--- src/rtl/ps2_scancode_tx.sv ---
// PS/2 set-2 device-side transmitter: key events -> scancode bytes -> 11-bit open-drain frames.
// Define PS2_TX_FIFO_EN to place a 4-entry event FIFO in front of the frame FSM.
module ps2_scancode_tx #(
   parameter int CLK_HALF = 2148,
   parameter int GAP_CYC  = 4296
) (
   input  logic       clk_i,
   input  logic       reset_n_i,
   input  logic       key_valid_i,
   output logic       key_ready_o,
   input  logic [7:0] key_code_i,
   input  logic       key_ext_i,
   input  logic       key_pressed_i,
   input  logic       ps2_clk_i,
   output logic       ps2_clk_o,
   output logic       ps2_data_o,
   output logic       busy_o
);

   localparam int CNT_MAX = (CLK_HALF > GAP_CYC) ? CLK_HALF : GAP_CYC;
   localparam int CW      = $clog2(CNT_MAX + 1);
   localparam logic [CW-1:0] HALF_LAST = CW'(CLK_HALF - 1);
   localparam logic [CW-1:0] GAP_LAST  = CW'(GAP_CYC - 1);

   // Position within the byte sequence of one event.
   localparam logic [1:0] STG_E0   = 2'd0;
   localparam logic [1:0] STG_F0   = 2'd1;
   localparam logic [1:0] STG_CODE = 2'd2;

   typedef enum logic [2:0] {IDLE, LINECHK, BIT_HI, BIT_LO, GAP} state_t;

   state_t        state;
   logic [CW-1:0] cnt;
   logic [3:0]    bit_idx;
   logic [1:0]    stage;
   logic [7:0]    code;
   logic          pressed;

   logic [1:0]    clk_sync;
   logic          line_high;

   logic          ev_take;
   logic [7:0]    ev_code;
   logic          ev_ext;
   logic          ev_pressed;

   logic [7:0]    cur_byte;
   logic [10:0]   frame;
   logic [3:0]    next_idx;
   logic [1:0]    first_stage;
   logic [1:0]    next_stage;

   always_ff @(posedge clk_i or negedge reset_n_i) begin
      if (!reset_n_i) begin
         clk_sync <= 2'b11;
      end else begin
         clk_sync <= {clk_sync[0], ps2_clk_i};
      end
   end

   assign line_high = clk_sync[1];

`ifdef PS2_TX_FIFO_EN
   logic [9:0] fifo_mem [4];
   logic [1:0] wr_ptr;
   logic [1:0] rd_ptr;
   logic [2:0] fill;
   logic [2:0] fill_next;
   logic       ready;
   logic       push;
   logic       pop;

   // ready already reflects a full FIFO, so a same-cycle pop cannot admit a push.
   assign push = key_valid_i & ready;
   assign pop  = (state == IDLE) & (fill != 3'd0);

   always_comb begin
      fill_next = fill;
      if (push && !pop) begin
         fill_next = fill + 3'd1;
      end else if (pop && !push) begin
         fill_next = fill - 3'd1;
      end
   end

   always_ff @(posedge clk_i) begin
      if (push) begin
         fifo_mem[wr_ptr] <= {key_code_i, key_ext_i, key_pressed_i};
      end
   end

   always_ff @(posedge clk_i or negedge reset_n_i) begin
      if (!reset_n_i) begin
         wr_ptr <= '0;
         rd_ptr <= '0;
         fill   <= '0;
         ready  <= 1'b1;
      end else begin
         if (push) begin
            wr_ptr <= wr_ptr + 2'd1;
         end
         if (pop) begin
            rd_ptr <= rd_ptr + 2'd1;
         end
         fill  <= fill_next;
         ready <= (fill_next != 3'd4);
      end
   end

   assign ev_take                        = pop;
   assign {ev_code, ev_ext, ev_pressed}  = fifo_mem[rd_ptr];
   assign key_ready_o                    = ready;
`else
   assign ev_take     = key_valid_i & key_ready_o;
   assign ev_code     = key_code_i;
   assign ev_ext      = key_ext_i;
   assign ev_pressed  = key_pressed_i;
   assign key_ready_o = (state == IDLE);
`endif

   always_comb begin
      cur_byte = code;
      if (stage == STG_E0) begin
         cur_byte = 8'hE0;
      end else if (stage == STG_F0) begin
         cur_byte = 8'hF0;
      end
   end

   // stop, odd parity, D7..D0, start -- index 0 goes out first
   assign frame       = {1'b1, ~^cur_byte, cur_byte, 1'b0};
   assign next_idx    = bit_idx + 4'd1;
   assign first_stage = ev_ext ? STG_E0 : (ev_pressed ? STG_CODE : STG_F0);
   assign next_stage  = (stage == STG_E0 && !pressed) ? STG_F0 : STG_CODE;

   always_ff @(posedge clk_i or negedge reset_n_i) begin
      if (!reset_n_i) begin
         state      <= IDLE;
         cnt        <= '0;
         bit_idx    <= '0;
         stage      <= STG_CODE;
         code       <= '0;
         pressed    <= 1'b0;
         ps2_clk_o  <= 1'b1;
         ps2_data_o <= 1'b1;
         busy_o     <= 1'b0;
      end else begin
         case (state)
            IDLE: begin
               if (ev_take) begin
                  code    <= ev_code;
                  pressed <= ev_pressed;
                  stage   <= first_stage;
                  bit_idx <= '0;
                  cnt     <= '0;
                  busy_o  <= 1'b1;
                  state   <= LINECHK;
               end
            end
            LINECHK: begin
               if (line_high) begin
                  state      <= BIT_HI;
                  cnt        <= '0;
                  bit_idx    <= '0;
                  ps2_clk_o  <= 1'b1;
                  ps2_data_o <= 1'b0;
               end
            end
            BIT_HI: begin
               if (cnt == HALF_LAST) begin
                  cnt <= '0;
                  // Host pulled the clock low: back off and resend this byte from its start bit.
                  if (!line_high) begin
                     state      <= LINECHK;
                     bit_idx    <= '0;
                     ps2_clk_o  <= 1'b1;
                     ps2_data_o <= 1'b1;
                  end else begin
                     state     <= BIT_LO;
                     ps2_clk_o <= 1'b0;
                  end
               end else begin
                  cnt <= cnt + 1'b1;
               end
            end
            BIT_LO: begin
               if (cnt == HALF_LAST) begin
                  cnt       <= '0;
                  ps2_clk_o <= 1'b1;
                  if (bit_idx == 4'd10) begin
                     state      <= GAP;
                     ps2_data_o <= 1'b1;
                  end else begin
                     state      <= BIT_HI;
                     bit_idx    <= next_idx;
                     ps2_data_o <= frame[next_idx];
                  end
               end else begin
                  cnt <= cnt + 1'b1;
               end
            end
            GAP: begin
               if (cnt == GAP_LAST) begin
                  cnt     <= '0;
                  bit_idx <= '0;
                  if (stage == STG_CODE) begin
                     state  <= IDLE;
                     busy_o <= 1'b0;
                  end else begin
                     stage <= next_stage;
                     // The last gap cycle doubles as the line check so the gap is exactly GAP_CYC.
                     if (line_high) begin
                        state      <= BIT_HI;
                        ps2_clk_o  <= 1'b1;
                        ps2_data_o <= 1'b0;
                     end else begin
                        state <= LINECHK;
                     end
                  end
               end else begin
                  cnt <= cnt + 1'b1;
               end
            end
            default: begin
               state      <= IDLE;
               cnt        <= '0;
               ps2_clk_o  <= 1'b1;
               ps2_data_o <= 1'b1;
               busy_o     <= 1'b0;
            end
         endcase
      end
   end

endmodule

--- config.mk ---
export PLATFORM = sky130hd
export DESIGN_NAME = ps2_scancode_tx
export DESIGN_NICKNAME = d
export VERILOG_FILES = /design/src/rtl/ps2_scancode_tx.sv
export SDC_FILE = /design/constraint.sdc
export NUM_CORES = 1
export LEC_CHECK = 0
export CAP_MARGIN = 0
export CORE_MARGIN = 2
export CORE_UTILIZATION = 68
export CTS_CLUSTER_DIAMETER = 80
export DETAILED_ROUTE_END_ITERATION = 6
export DONT_BUFFER_PORTS = 1
export MAX_ROUTING_LAYER = met4
export PLACE_DENSITY = 0.88
export SYNTH_ARGS = -nofsm -noshare
export SYNTH_HDL_FRONTEND = slang
export SYNTH_SLANG_ARGS = --single-unit
--- constraint.sdc ---
create_clock -name clk_i -period 6.8 [get_ports clk_i]
set_input_delay 1.36 -clock clk_i [delete_from_list [all_inputs] [get_ports clk_i]]
set_output_delay 1.36 -clock clk_i [all_outputs]
set_load 0.005 [all_outputs]
==> results by stage, run 1 <==
Run status:
- The run finished with clean final reports.

Synth:
- The fraction of registers with async set/reset is 1.00.
- The mean instance size in the synthesized netlist is 10.3 um^2.
- The synthesized netlist net count is 227.
- The cell accounting for the most synthesized area is dfrtp_1.
- In this run, synthesis produced a sequential element count of 36.
- The area share of the leading cell type in the synthesized netlist is 0.360.
- The synthesis warning total is 0.
- The number of distinct standard cells referenced by the synthesized netlist is 63.
- After synthesis the cells add up to 2150 um^2.
- The count of flip-flops with a built-in enable after synthesis is 0.
- After synthesis, the cell types taking the most area are dfrtp_1, mux2_2, dfstp_2, xnor2_1, nand2_1.
- The instance count of the mapped netlist is 210.
- For this run, the leading register cell type out of synthesis is dfrtp_1.
- The sequential area share after synthesis is 0.421.

Finish:
- Of the cells placed in the final design, the portion with a size suffix greater than 1 is 0.174.
- The final-stage net count is 223.
- The footprint of the multi-input gates is 1160 um^2.
- The filler cells instantiated in the layout total 208.
- The repair_antennas step left the layout with diodes totalling 0.
- Compared with the post-synthesis result, the final layout area differs by 3.77%.
- The sequential standard cell area is 907 um^2.
- With fillers left out, the area of the finished cells amounts to 2240 um^2.
- Measured on the finished design, the core utilization comes to 0.738.

STA:
- For the final database, setup skew stands at 0.0187 ns.
- Setup repair after global routing left no endpoint under its margin.
- At the pin with the least slew margin, the transition time is 1.08 ns.
- Headroom to the max-slew limit came out at 0.279.
- The number of failing setup endpoints in the final timing report is 0.
- The total count of hold-check failures in the final report is 0.
- The minimum clock period is 3.06 ns.
- The final cycle utilization of the critical path is 0.451.
- The highest clock frequency the design can meet is 326 MHz.
- In the post-route analysis, the smallest setup slack over all paths is 3.74 ns.
- The number of max-slew violations in the final report came to 0.
- Adding up every negative setup slack in the final design gives 0 ns.

Pwr:
- The leakage power of the design is 0.884 nW.
- The maximum vdd ir drop is 0.299 mV.
- Of the total power, the clock network draws 0.181.
- The proportion of power drawn by combinational gates is 0.383.
- The share of total power dissipated in sequential elements is 0.436.
- The total power draw is 926 uW.
- Of the total power, the share spent switching nets is 0.382.
- Summed over all nets, the switching power comes to 354 uW.
- Dividing total power by cell area gives a power density of 414 nW/um^2.
- The design internal power is 572 uW.

Routing:
- The number of iterations in the first detailed-routing pass is 4.
- The detailed-route DRC error count is 0.
- The average via count per standard cell is 6.49.
- The average detailed-routed wire length per instance is 17.2 um.
- The total number of vias is 1,629.
- The detail route stage leaves a number of antenna-violating nets equal to 0.
- The number of design-rule violations left by the first detailed-router iteration is 122.
- The sum of routed wire length over all layers is 4.32 mm.

Setup path:
- The setup slack on the worst flop-to-flop path is 4.10 ns.
- The maximum fanout along the worst path is 18.
- The required arrival time at the worst endpoint is 7.04 ns.
- The nature of the critical path startpoint is an input port.
- The kind of end point of the critical path is a flop.
- The worst register-to-register path ends at bit_idx[1]$_DFFE_PN0P_.
- Measured in cells, the most critical reg-to-reg path has a length of 5.
- The data arrival time at the worst-slack endpoint is 3.31 ns.
- The start of the worst register-to-register path is state[0]$_DFFE_PN0P_.
- The worst setup path is of the input port to flop kind.

Clock network:
- The clock tree from TritonCTS is yes.
- For the worst-skew pair, the clock arrives at the later sink with an insertion delay of 0.35 ns.
- The clock buffer count from CTS is 5.
- The clock sink total is 36.
- In this run, post-CTS hold repair placed 0 buffers.
- Once the clock tree was built, the setup fixing pass inserted 0 buffers.
- The post-cts gate resize count is 0.
- Clock-pin slew was measured on the worst setup and hold paths at 0.12 ns.
- The buffer levels on the longest clock path is 2.
- The root buffer selected by CTS is clkbuf_4.
- The H-tree was split into 2 levels.

Worst hold path:
- The worst hold path class is flop to flop.
- The worst min-delay path endpoint is clk_sync[1]$_DFF_PN1_.
- Counting instances, the worst hold path has a depth of 0.
- The startpoint identified for the worst hold timing path is clk_sync[0]$_DFF_PN1_.

GRT:
- The via count of the first global-routing pass is 1,593.
- The pin count of the biggest net entering global routing is 37.
- After global routing the overflow that remains totals 0.
- The first global-routing pass estimated 7.41 mm of wire.
- In the global route stage, overall resource usage came out at 0.284.
- The number of antenna violations at the first check in global routing is 0.

Floorplan:
- The height of the chip is 60.3 um.
- The initial cell density of the core is 0.712.
- For this design the top-level I/O count stands at 18.
- The standard-cell row count is 20.
- The area of the die is 3630 um^2.
- The core area is 3030 um^2.
- The horizontal die dimension is 60.3 um.

Place:
- OpenSTA, run right after detailed placement, puts the worst setup slack at 3.37 ns.
- The detailed placer's ending HPWL is 3.03 mm.
- The number of buffer cells added on primary ports is 0.
- Summing all placed instances gives a cell area of 2140 um^2.
- At the end of routability-driven placement, the weighted congestion stood at 0.896.

Run:
- Across the run, the number of max-cap violations was 0.
-- power groups by stage --
| stage | registers [mW] | logic, mW | clock network, mW |
|---|---|---|---|
| 3_5_place_dp | 0.404 | 0.350 | 0 |
| 6_report | 0.404 | 0.355 | 0.167 |
| 2_1_floorplan | 0.360 | 0.328 | 0 |
| 4_1_cts | 0.402 | 0.353 | 0.171 |
| 3_3_place_gp | 0.397 | 0.334 | 0 |
| 5_1_grt | 0.416 | 0.390 | 0.180 |
-- cell type report --
| type | count | share of cell area |
|---|---|---|
| Clock buffer | 7 | 0.0291 |
| Clock inverter | 1 | 0.0134 |
| Inverter | 4 | 0.00672 |
| Multi-Input combinational cell | 159 | 0.520 |
| Sequential cell | 36 | 0.406 |
| Tap cell | 44 | 0.0246 |
-- Yosys cell counts, drive strengths merged, types with 4 or more instances --
cell type and count:
nand4 4, xnor2 15, a21oi 7, nand2 16, mux2 14, nor2 16
mux2i 4, nand3 8, inv 4, buf 8, dfrtp 31, nor2b 5
o21ai 6, dfstp 5, nor3 8
-- kinds of logic after synthesis --
kind of cell               after synthesis  share of synthesized area
muxes                                   18                     0.0918
AOI/OAI and AO/OA                       46                      0.174
adders and majority gates                3                     0.0174
and+or+nand+nor                         77                      0.196
xor gates and xnor gates                15                     0.0610
DFF                                     36                      0.421
buffers and inverters                   15                     0.0389
-- per-layer routing --
metal  wire length (um)  part of all wire  global-route usage
met1               1840              0.43               0.354
met2               2160              0.50               0.455
met3                232             0.054              0.0476
met4                 85             0.020               0.124
met5                  0                 0                   -
-- layout by cell type (no fill, tap or decap), types with 2 or more instances in the layout --
master / instances
a21boi_0: 2
a21o_1: 2
a21oi_1: 7
a22o_1: 2
and2_1: 2
clkbuf_4: 5
clkbuf_8: 2
dfrtp_1: 31
dfstp_2: 5
ha_1: 3
inv_1: 4
mux2_2: 13
mux2i_1: 4
nand2_1: 16
nand2b_1: 2
nand3_1: 8
nand4_1: 4
nor2_1: 16
nor2b_1: 5
nor3_1: 8
nor4_1: 3
o211ai_1: 3
o21ai_0: 4
o311ai_0: 2
o31ai_1: 3
xnor2_1: 15
-- per-stage QoR --
step / hold WS, ns / cells
after global routing: 0.369 / 251
after global placement: 0.346 / 243
final: 0.366 / 251
after detailed placement: 0.351 / 243
after CTS: 0.366 / 251
after floorplan: 0.345 / 210
-- flip-flops by register name, indices dropped and copies added (netlist names) --
| name | count |
|---|---|
| cnt | 13 |
| code | 8 |
| bit_idx | 4 |
| state | 3 |
| clk_sync | 2 |
| stage | 2 |
| busy_o | 1 |
| pressed | 1 |
| ps2_clk_o | 1 |
| ps2_data_o | 1 |
-- worst max path at each step --
stage | start | endpoint
floorplan | key_valid_i | bit_idx[1]$_DFFE_PN0P_
global placement | key_valid_i | bit_idx[1]$_DFFE_PN0P_
detailed placement | key_valid_i | bit_idx[1]$_DFFE_PN0P_
CTS | key_valid_i | bit_idx[1]$_DFFE_PN0P_
global route | key_valid_i | bit_idx[1]$_DFFE_PN0P_
finish | key_valid_i | bit_idx[1]$_DFFE_PN0P_
-- worst max-delay path: stages --
cell	delay, ns
nor2b_1	0.13
a2111oi_4	0.98
a221oi_2	0.27
o21ai_2	0.21
mux2_1	0.35
(Power assumes the default switching activity.)
==> run 2: changes to the inputs <==
Settings changed: CORE_UTILIZATION 68 to 63, PLACE_DENSITY 0.88 to 0.83.
Clock period 6.8 ns to 3.1 ns, I/O delays scaled along.
==> run 2 against run 1 <==
Against the previous run:
- flip-flop and latch count is the same
- setup slack lost 3.0 ns
- count of clock-buffer cells in the layout is the same
- via count grew 0.98%
- critical path type is now flop to flop
- critical endpoint is now ps2_data_o$_DFFE_PN1P_
- highest routed layer unchanged
==> results by stage, run 2 (synthesized netlist as in run 1, its figures left out) <==
STA:
- Setup repair after global routing left no endpoint under its margin.
- Subtracting the final worst setup slack from the clock period gives 2.40 ns.
- The highest clock frequency the design can meet is 416 MHz.
- The final setup TNS came to 0 ns (unchanged).
- The slew at the pin closest to its max-slew limit is 0.738 ns (-0.342 ns).
- The clock skew came to 0.0117 ns (-0.00706 ns).
- The total count of hold-check failures in the final report came to 0 (unchanged).
- The final cycle utilization of the critical path is 0.775.
- The number of max-slew violations in the final report is 0 (unchanged).
- The remaining max-slew budget at the tightest pin is 0.506 (+0.226).
- The number of failing setup endpoints in the final timing report is 0 (unchanged).

Setup path:
- The worst flop-to-flop path endpoint is ps2_data_o$_DFFE_PN1P_.
- The delay contributed by the slowest stage of the critical path came to 0.57 ns (-0.41 ns).
- The maximum fanout along the worst path is 11 (-7).
- The critical-path cell with the highest stage delay is dfrtp_1.
- The kind of cell adding the most delay to the critical path is compound AO/OA/AOI/OAI gates.
- The required arrival time at the worst endpoint is 3.36 ns (-3.68 ns).
- The setup slack on the worst flop-to-flop path was 0.70 ns (-3.40 ns).
- The count of cells along the worst register-to-register path is 7 (+2).
- The startpoint identified for the worst register-to-register timing path is bit_idx[0]$_DFFE_PN0P_.
- The total buffers and inverters traversed by the critical path is 1 (+1).
- STA classifies the critical path endpoint as a flop.
- STA classifies the critical path startpoint as a flop.
- Traced cell by cell, the critical path runs through inv_1 -> ha_1 -> and4_1 -> a311o_1 -> o2111a_1 -> o311ai_1 -> o211ai_1.
- The worst setup path is of the flop to flop kind.
- The data arrival time at the worst-slack endpoint was 2.66 ns (-0.65 ns).

Clock network:
- The clock-pin slew on the worst setup and hold paths is 0.11 ns (about the same).
- The clock buffer count from CTS is 5 (unchanged).
- The clock network latency to the later pin of the worst-skew pair came to 0.34 ns (about the same).
- The buffer levels on the longest clock path was 2 (unchanged).
- The post-cts gate resize count is 0 (unchanged).
- TritonCTS built the clock tree.
- The depth of the CTS H-tree was 2 (unchanged).
- The clock sink total was 36 (unchanged).
- The cell sitting at the root of the clock tree is a clkbuf_4.

Finish:
- Compared with the post-synthesis result, the final layout area differs by 3.43%.
- In the layout the commonest cells are dfrtp_1, nor2_1, nand2_1, xnor2_1, mux2_2.
- The total of fill cells in the finished design was 286 (+38%).
- The largest registers in the layout are cnt (13), code (8), bit_idx (4).
- The number of flip-flops in the largest register came to 13 (unchanged).
- The final design area excluding fillers is 2230 um^2 (-0.34%).
- The number of antenna repair diodes was 0 (unchanged).
- The final-stage net count is 226 (+1.3%).
- Ranked by flip-flop count, first place goes to cnt.
- The sequential standard cell area was 907 um^2 (unchanged).
- The fraction of layout instances using a drive strength above 1 is 0.176 (+0.00228).
- The footprint of the multi-input gates came to 1160 um^2 (unchanged).
- Leaving out fill and tap cells, the most frequent cell in the layout is dfrtp_1.

Run:
- The number of maximum-capacitance violations was 0 (unchanged).

Place:
- The detailed placer's ending HPWL is 3.12 mm (+3.2%).
- The number of buffer cells added on primary ports is 0 (unchanged).
- The area after detailed placement is 2160 um^2 (+0.82%).
- The routability congestion estimate from global placement is 0.897 (+0.11%).

Pwr:
- The leakage power of the design is 0.882 nW (-0.22%).
- The maximum vdd ir drop was 0.503 mV (+68%).
- The power density over cell area was 857 nW/um^2 (+110%).

Routing:
- The average via count per standard cell is 6.43 (-0.99%).
- The number of design-rule violations left by the first detailed-router iteration is 113 (-7.4%).
- The total number of vias is 1,645 (+0.98%).
- The post-detailed-route count of antenna-violating nets came to 0 (unchanged).
- The average detailed-routed wire length per instance was 17.1 um (-0.84%).
- The detailed-route DRC error count is 0 (unchanged).
- The sum of routed wire length over all layers is 4.37 mm (+1.1%).
- The number of iterations in the first detailed-routing pass is 4 (unchanged).

Floorplan:
- The standard-cell row count was 21 (+5.0%).
- The area of the die is 3900 um^2 (+7.4%).
- The core area is 3310 um^2 (+9.3%).
- The horizontal die dimension is 62.5 um (+3.6%).
- The height of the chip is 62.5 um (+3.6%).
- The I/O pin count is 18 (unchanged).
- The initial cell density of the core is 0.651 (-0.0608).

GRT:
- The number of antenna violations at the first check in global routing is 0 (unchanged).
- The remaining global-route overflow came to 0 (unchanged).
- The wire length of the first global-routing pass is 7.56 mm (+2.1%).
- The via count of the first global-routing pass is 1,681 (+5.5%).
- The pin count of the biggest net entering global routing is 32 (-14%).
- The overall global routing resource usage is 0.255 (-0.0293).

Worst hold path:
- The worst hold path class is input port to async pin.

Run status:
- The flow ran to the end, and the final reports show no timing, DRC or antenna violations.
==> run 2: layout make-up <==
cell class                      count  area share
Inverter                            4     0.00674
Timing Repair Buffer                3      0.0157
Sequential cell                    36       0.407
Multi-Input combinational cell    159       0.522
Clock inverter                      1     0.00225
Tap cell                           46      0.0258
Clock buffer                        7      0.0202
==> run 2: worst max-delay path by stage <==
stage / slack, ns / depth (start not counted) / from / end
after global routing: 0.50 / 6 / cnt[0]$_DFFE_PN0P_ / bit_idx[1]$_DFFE_PN0P_
after CTS: 0.72 / 7 / bit_idx[0]$_DFFE_PN0P_ / ps2_data_o$_DFFE_PN1P_
after global placement: 0.85 / 6 / cnt[0]$_DFFE_PN0P_ / bit_idx[1]$_DFFE_PN0P_
after detailed placement: 0.74 / 7 / bit_idx[0]$_DFFE_PN0P_ / ps2_data_o$_DFFE_PN1P_
final: 0.70 / 7 / bit_idx[0]$_DFFE_PN0P_ / ps2_data_o$_DFFE_PN1P_
after floorplan: 0.92 / 9 / bit_idx[0]$_DFFE_PN0P_ / ps2_data_o$_DFFE_PN1P_
==> run 2: per-stage QoR <==
| stage | std cells | hold slack [ns] | setup WS, ns | util | power, mW |
|---|---|---|---|---|---|
| after floorplan | 210 | 0.324 | 0.925 | - | 1.51 |
| after global placement | 247 | 0.325 | 0.848 | 0.652 | 1.61 |
| after detailed placement | 247 | 0.325 | 0.743 | 0.652 | 1.66 |
| after CTS | 256 | 0.0839 | 0.720 | 0.673 | 1.92 |
| after global routing | 256 | 0.0679 | 0.503 | 0.673 | 2.06 |
| final | 256 | 0.0884 | 0.699 | 0.673 | 1.91 |
==> run 2: repair_timing <==
action	4_1_cts	5_1_grt
hold endpoints to repair	31	0
buffers inserted	0	0
hold buffers	1	0
==> run 2: metal layers <==
layer	up-vias	track usage	wire (um)	share of wire
li1	780	-	-	-
met1	798	0.297	1790	0.41
met2	54	0.421	2240	0.51
met3	13	0.0613	223	0.051
met4	0	0.114	114	0.026
met5	-	-	0	0
==> run 2: where the power goes <==
part / internal [mW] / leakage [nW] / switching, mW
clock network: 0.0883 / 0.0293 / 0.149
logic: 0.407 / 0.411 / 0.385
registers: 0.645 / 0.442 / 0.238
total: 1.14 / 0.882 / 0.771
==> run 3: changes to the inputs <==
Settings changed: CORE_UTILIZATION 63 to 57, PLACE_DENSITY 0.83 to 0.79.
Clock period 3.1 ns to 2 ns, I/O delays scaled along.
==> run 3 against run 2 <==
Against the previous run:
- first-iteration DRC count is 20% lower
- combinational power is 100% higher
- via count is 4.8% higher
- clock power is 120% higher
- register-to-register slack worse by 0.65 ns
- die area is 9.8% higher
- hold slack better by 0.021 ns
- design area is 14% higher
- count of clock-buffer cells in the layout is 1 lower
- flip-flop and latch count stayed put
- clock skew is 0.0063 ns lower
- global-route usage is 1.2 points lower
==> results by stage, run 3 (synthesized netlist as in run 1, its figures left out) <==
STA:
- The final critical-path setup slack is 0.0513 ns (-0.647 ns).
- The remaining max-slew budget at the tightest pin is 0.666 (+0.160).
- The slew at the pin closest to its max-slew limit was 0.499 ns (-0.239 ns).
- The number of max-slew violations in the final report was 0 (unchanged).
- The final cycle utilization of the critical path was 0.974 (+0.200).
- The number of failing setup endpoints in the final timing report was 0 (unchanged).
- The clock skew is 0.00533 ns (-0.00634 ns).
- The highest clock frequency the design can meet came to 513 MHz (+23%).
- The worst hold slack across all endpoints is 0.110 ns (+0.0211 ns).
- The total count of hold-check failures in the final report is 0 (unchanged).
- The minimum clock period was 1.95 ns (-0.453 ns).
- The final setup TNS is 0 ns (unchanged).
- Setup repair after global routing could not meet its margin everywhere.

GRT:
- The remaining global-route overflow is 0 (unchanged).
- The overall global routing resource usage is 0.244 (-0.0115).
- The pin count of the biggest net entering global routing is 37 (+16%).
- The wire length of the first global-routing pass is 7.79 mm (+3.0%).
- The number of antenna violations at the first check in global routing came to 0 (unchanged).
- The via count of the first global-routing pass was 1,731 (+3.0%).

Routing:
- The detailed-route DRC error count came to 0 (unchanged).
- The number of design-rule violations left by the first detailed-router iteration was 90 (-20%).
- The sum of routed wire length over all layers is 4.51 mm (+3.3%).
- The average detailed-routed wire length per instance is 15.9 um (-6.5%).
- The average via count per standard cell is 6.09 (-5.2%).
- The number of iterations in the first detailed-routing pass is 4 (unchanged).
- The post-detailed-route count of antenna-violating nets is 0 (unchanged).
- The total number of vias was 1,724 (+4.8%).

Floorplan:
- The I/O pin count is 18 (unchanged).
- The horizontal die dimension was 65.5 um (+4.8%).
- The initial cell density of the core is 0.589 (-0.0623).
- The area of the die is 4290 um^2 (+9.8%).
- The height of the chip is 65.5 um (+4.8%).
- The core area is 3660 um^2 (+11%).
- The standard-cell row count was 22 (+4.8%).

Clock network:
- The depth of the CTS H-tree is 2 (unchanged).
- The clock-pin slew on the worst setup and hold paths is 0.07 ns (-0.04 ns).
- TritonCTS built the clock tree.
- Clock tree synthesis selected as its root buffer the cell clkbuf_8.
- The buffer levels on the longest clock path is 2 (unchanged).
- The clock sink total is 36 (unchanged).
- The clock network latency to the later pin of the worst-skew pair is 0.28 ns (-0.06 ns).
- The clock buffer count from CTS was 5 (unchanged).

Setup path:
- The worst flop-to-flop path endpoint is bit_idx[1]$_DFFE_PN0P_.
- The setup slack on the worst flop-to-flop path is 0.05 ns (-0.65 ns).
- The kind of critical path is flop to flop.
- The start of the worst register-to-register path is cnt[1]$_DFFE_PN0P_.
- The required arrival time at the worst endpoint is 2.17 ns (-1.19 ns).
- The count of cells along the worst register-to-register path is 6 (-1).
- The nature of the critical path startpoint is a flop.
- The maximum fanout along the worst path was 4 (-7).
- The data arrival time at the worst-slack endpoint is 2.12 ns (-0.54 ns).
- STA classifies the critical path endpoint as a flop.

Finish:
- The register containing the most flip-flops in the final layout is cnt.
- The library cell used most frequently in the layout, excluding fill and tap cells, is dfrtp_1.
- In the layout the commonest cells are dfrtp_1, buf_4, nor2_1, nand2_1, xnor2_1.
- In the final layout, the registers with the most flip-flops are cnt (13), code (8), bit_idx (4).
- The number of antenna repair diodes came to 0 (unchanged).
- The number of flip-flops in the largest register was 13 (unchanged).
- The final-stage net count is 251 (+11%).
- From synthesis to final layout, the design area changed by 17.4%.
- The fraction of layout instances using a drive strength above 1 came to 0.315 (+0.139).

Worst hold path:
- The worst hold path passes through 0 cells.
- The worst min-delay path endpoint is clk_sync[0]$_DFF_PN1_.
- The source of the worst hold timing path is ps2_clk_i.
- The path class of the tightest hold or removal check is input port to flop.

Place:
- The detailed placer's ending HPWL is 3.24 mm (+3.6%).
- The routability congestion estimate from global placement was 0.905 (+0.86%).
- The number of buffer cells added on primary ports is 0 (unchanged).
- The worst setup slack after placement was -0.0287 ns (-0.772 ns).

Pwr:
- The maximum vdd ir drop is 0.794 mV (+58%).
- The leakage power of the design was 1.03 nW (+17%).
- The total power draw was 3.42 mW (+79%).
- The power density over cell area was 1350 nW/um^2 (+58%).

Run status:
- The run finished with clean final reports.

Run:
- The number of maximum-capacitance violations is 0 (unchanged).
-- run 3: where the power goes --
| group | internal, mW | switching [mW] |
|---|---|---|
| sequential | 1.00 | 0.269 |
| combinational | 0.848 | 0.772 |
| clock | 0.275 | 0.254 |
-- run 3: per-layer routing --
layer	wire, um	part of all wire	global-route usage
met1	1900	0.42	0.266
met5	0	0	-
met4	63	0.014	0.0911
met2	2340	0.52	0.427
met3	209	0.046	0.0634
-- run 3: worst max path at each step --
stage                                       from                endpoint  slack (ns)  cells after the start
after global placement    bit_idx[0]$_DFFE_PN0P_  ps2_data_o$_DFFE_PN1P_        0.08                      7
final                         cnt[1]$_DFFE_PN0P_  bit_idx[1]$_DFFE_PN0P_        0.05                      6
after floorplan           bit_idx[0]$_DFFE_PN0P_  ps2_data_o$_DFFE_PN1P_       0.003                      9
after CTS                     cnt[1]$_DFFE_PN0P_  bit_idx[3]$_DFFE_PN0P_       0.005                      6
after detailed placement  bit_idx[0]$_DFFE_PN0P_  ps2_data_o$_DFFE_PN1P_       -0.03                      7
after global routing          cnt[1]$_DFFE_PN0P_  bit_idx[1]$_DFFE_PN0P_       -0.06                      6
-- run 3: cell type report --
type                       instances  area [um^2]
inverter                           4         20.0
timing repair buffer              28          225
multi-input combinational        159         1220
sequential                        36          908
clock buffer                       6         82.6
clock inverter                     2         10.0
fill                             279         1130
tap                               48         60.1
-- run 3: critical path, stage by stage (launching register included) --
cell and delay [ns]:
dfrtp_1 0.36, ha_2 0.18, nor4b_4 0.21, nand4_1 0.26
a221oi_2 0.38, o21ai_2 0.14, mux2_4 0.31
-- run 3: what timing repair did --
action / CTS / global route
setup endpoints to repair: 2 / 11
pin swaps: 0 / 5
gates resized for setup: 2 / 8
hold buffers: 2 / 0
endpoints found under the hold margin: 36 / 0
setup buffers: 0 / 5
-- run 3: per-stage QoR --
| stage | std cells | cell area, um^2 | util |
|---|---|---|---|
| floorplan | 210 | 2190 | - |
| global placement | 268 | 2320 | 0.634 |
| detailed placement | 268 | 2320 | 0.634 |
| CTS | 278 | 2450 | 0.668 |
| global route | 283 | 2530 | 0.691 |
| finish | 283 | 2530 | 0.691 |
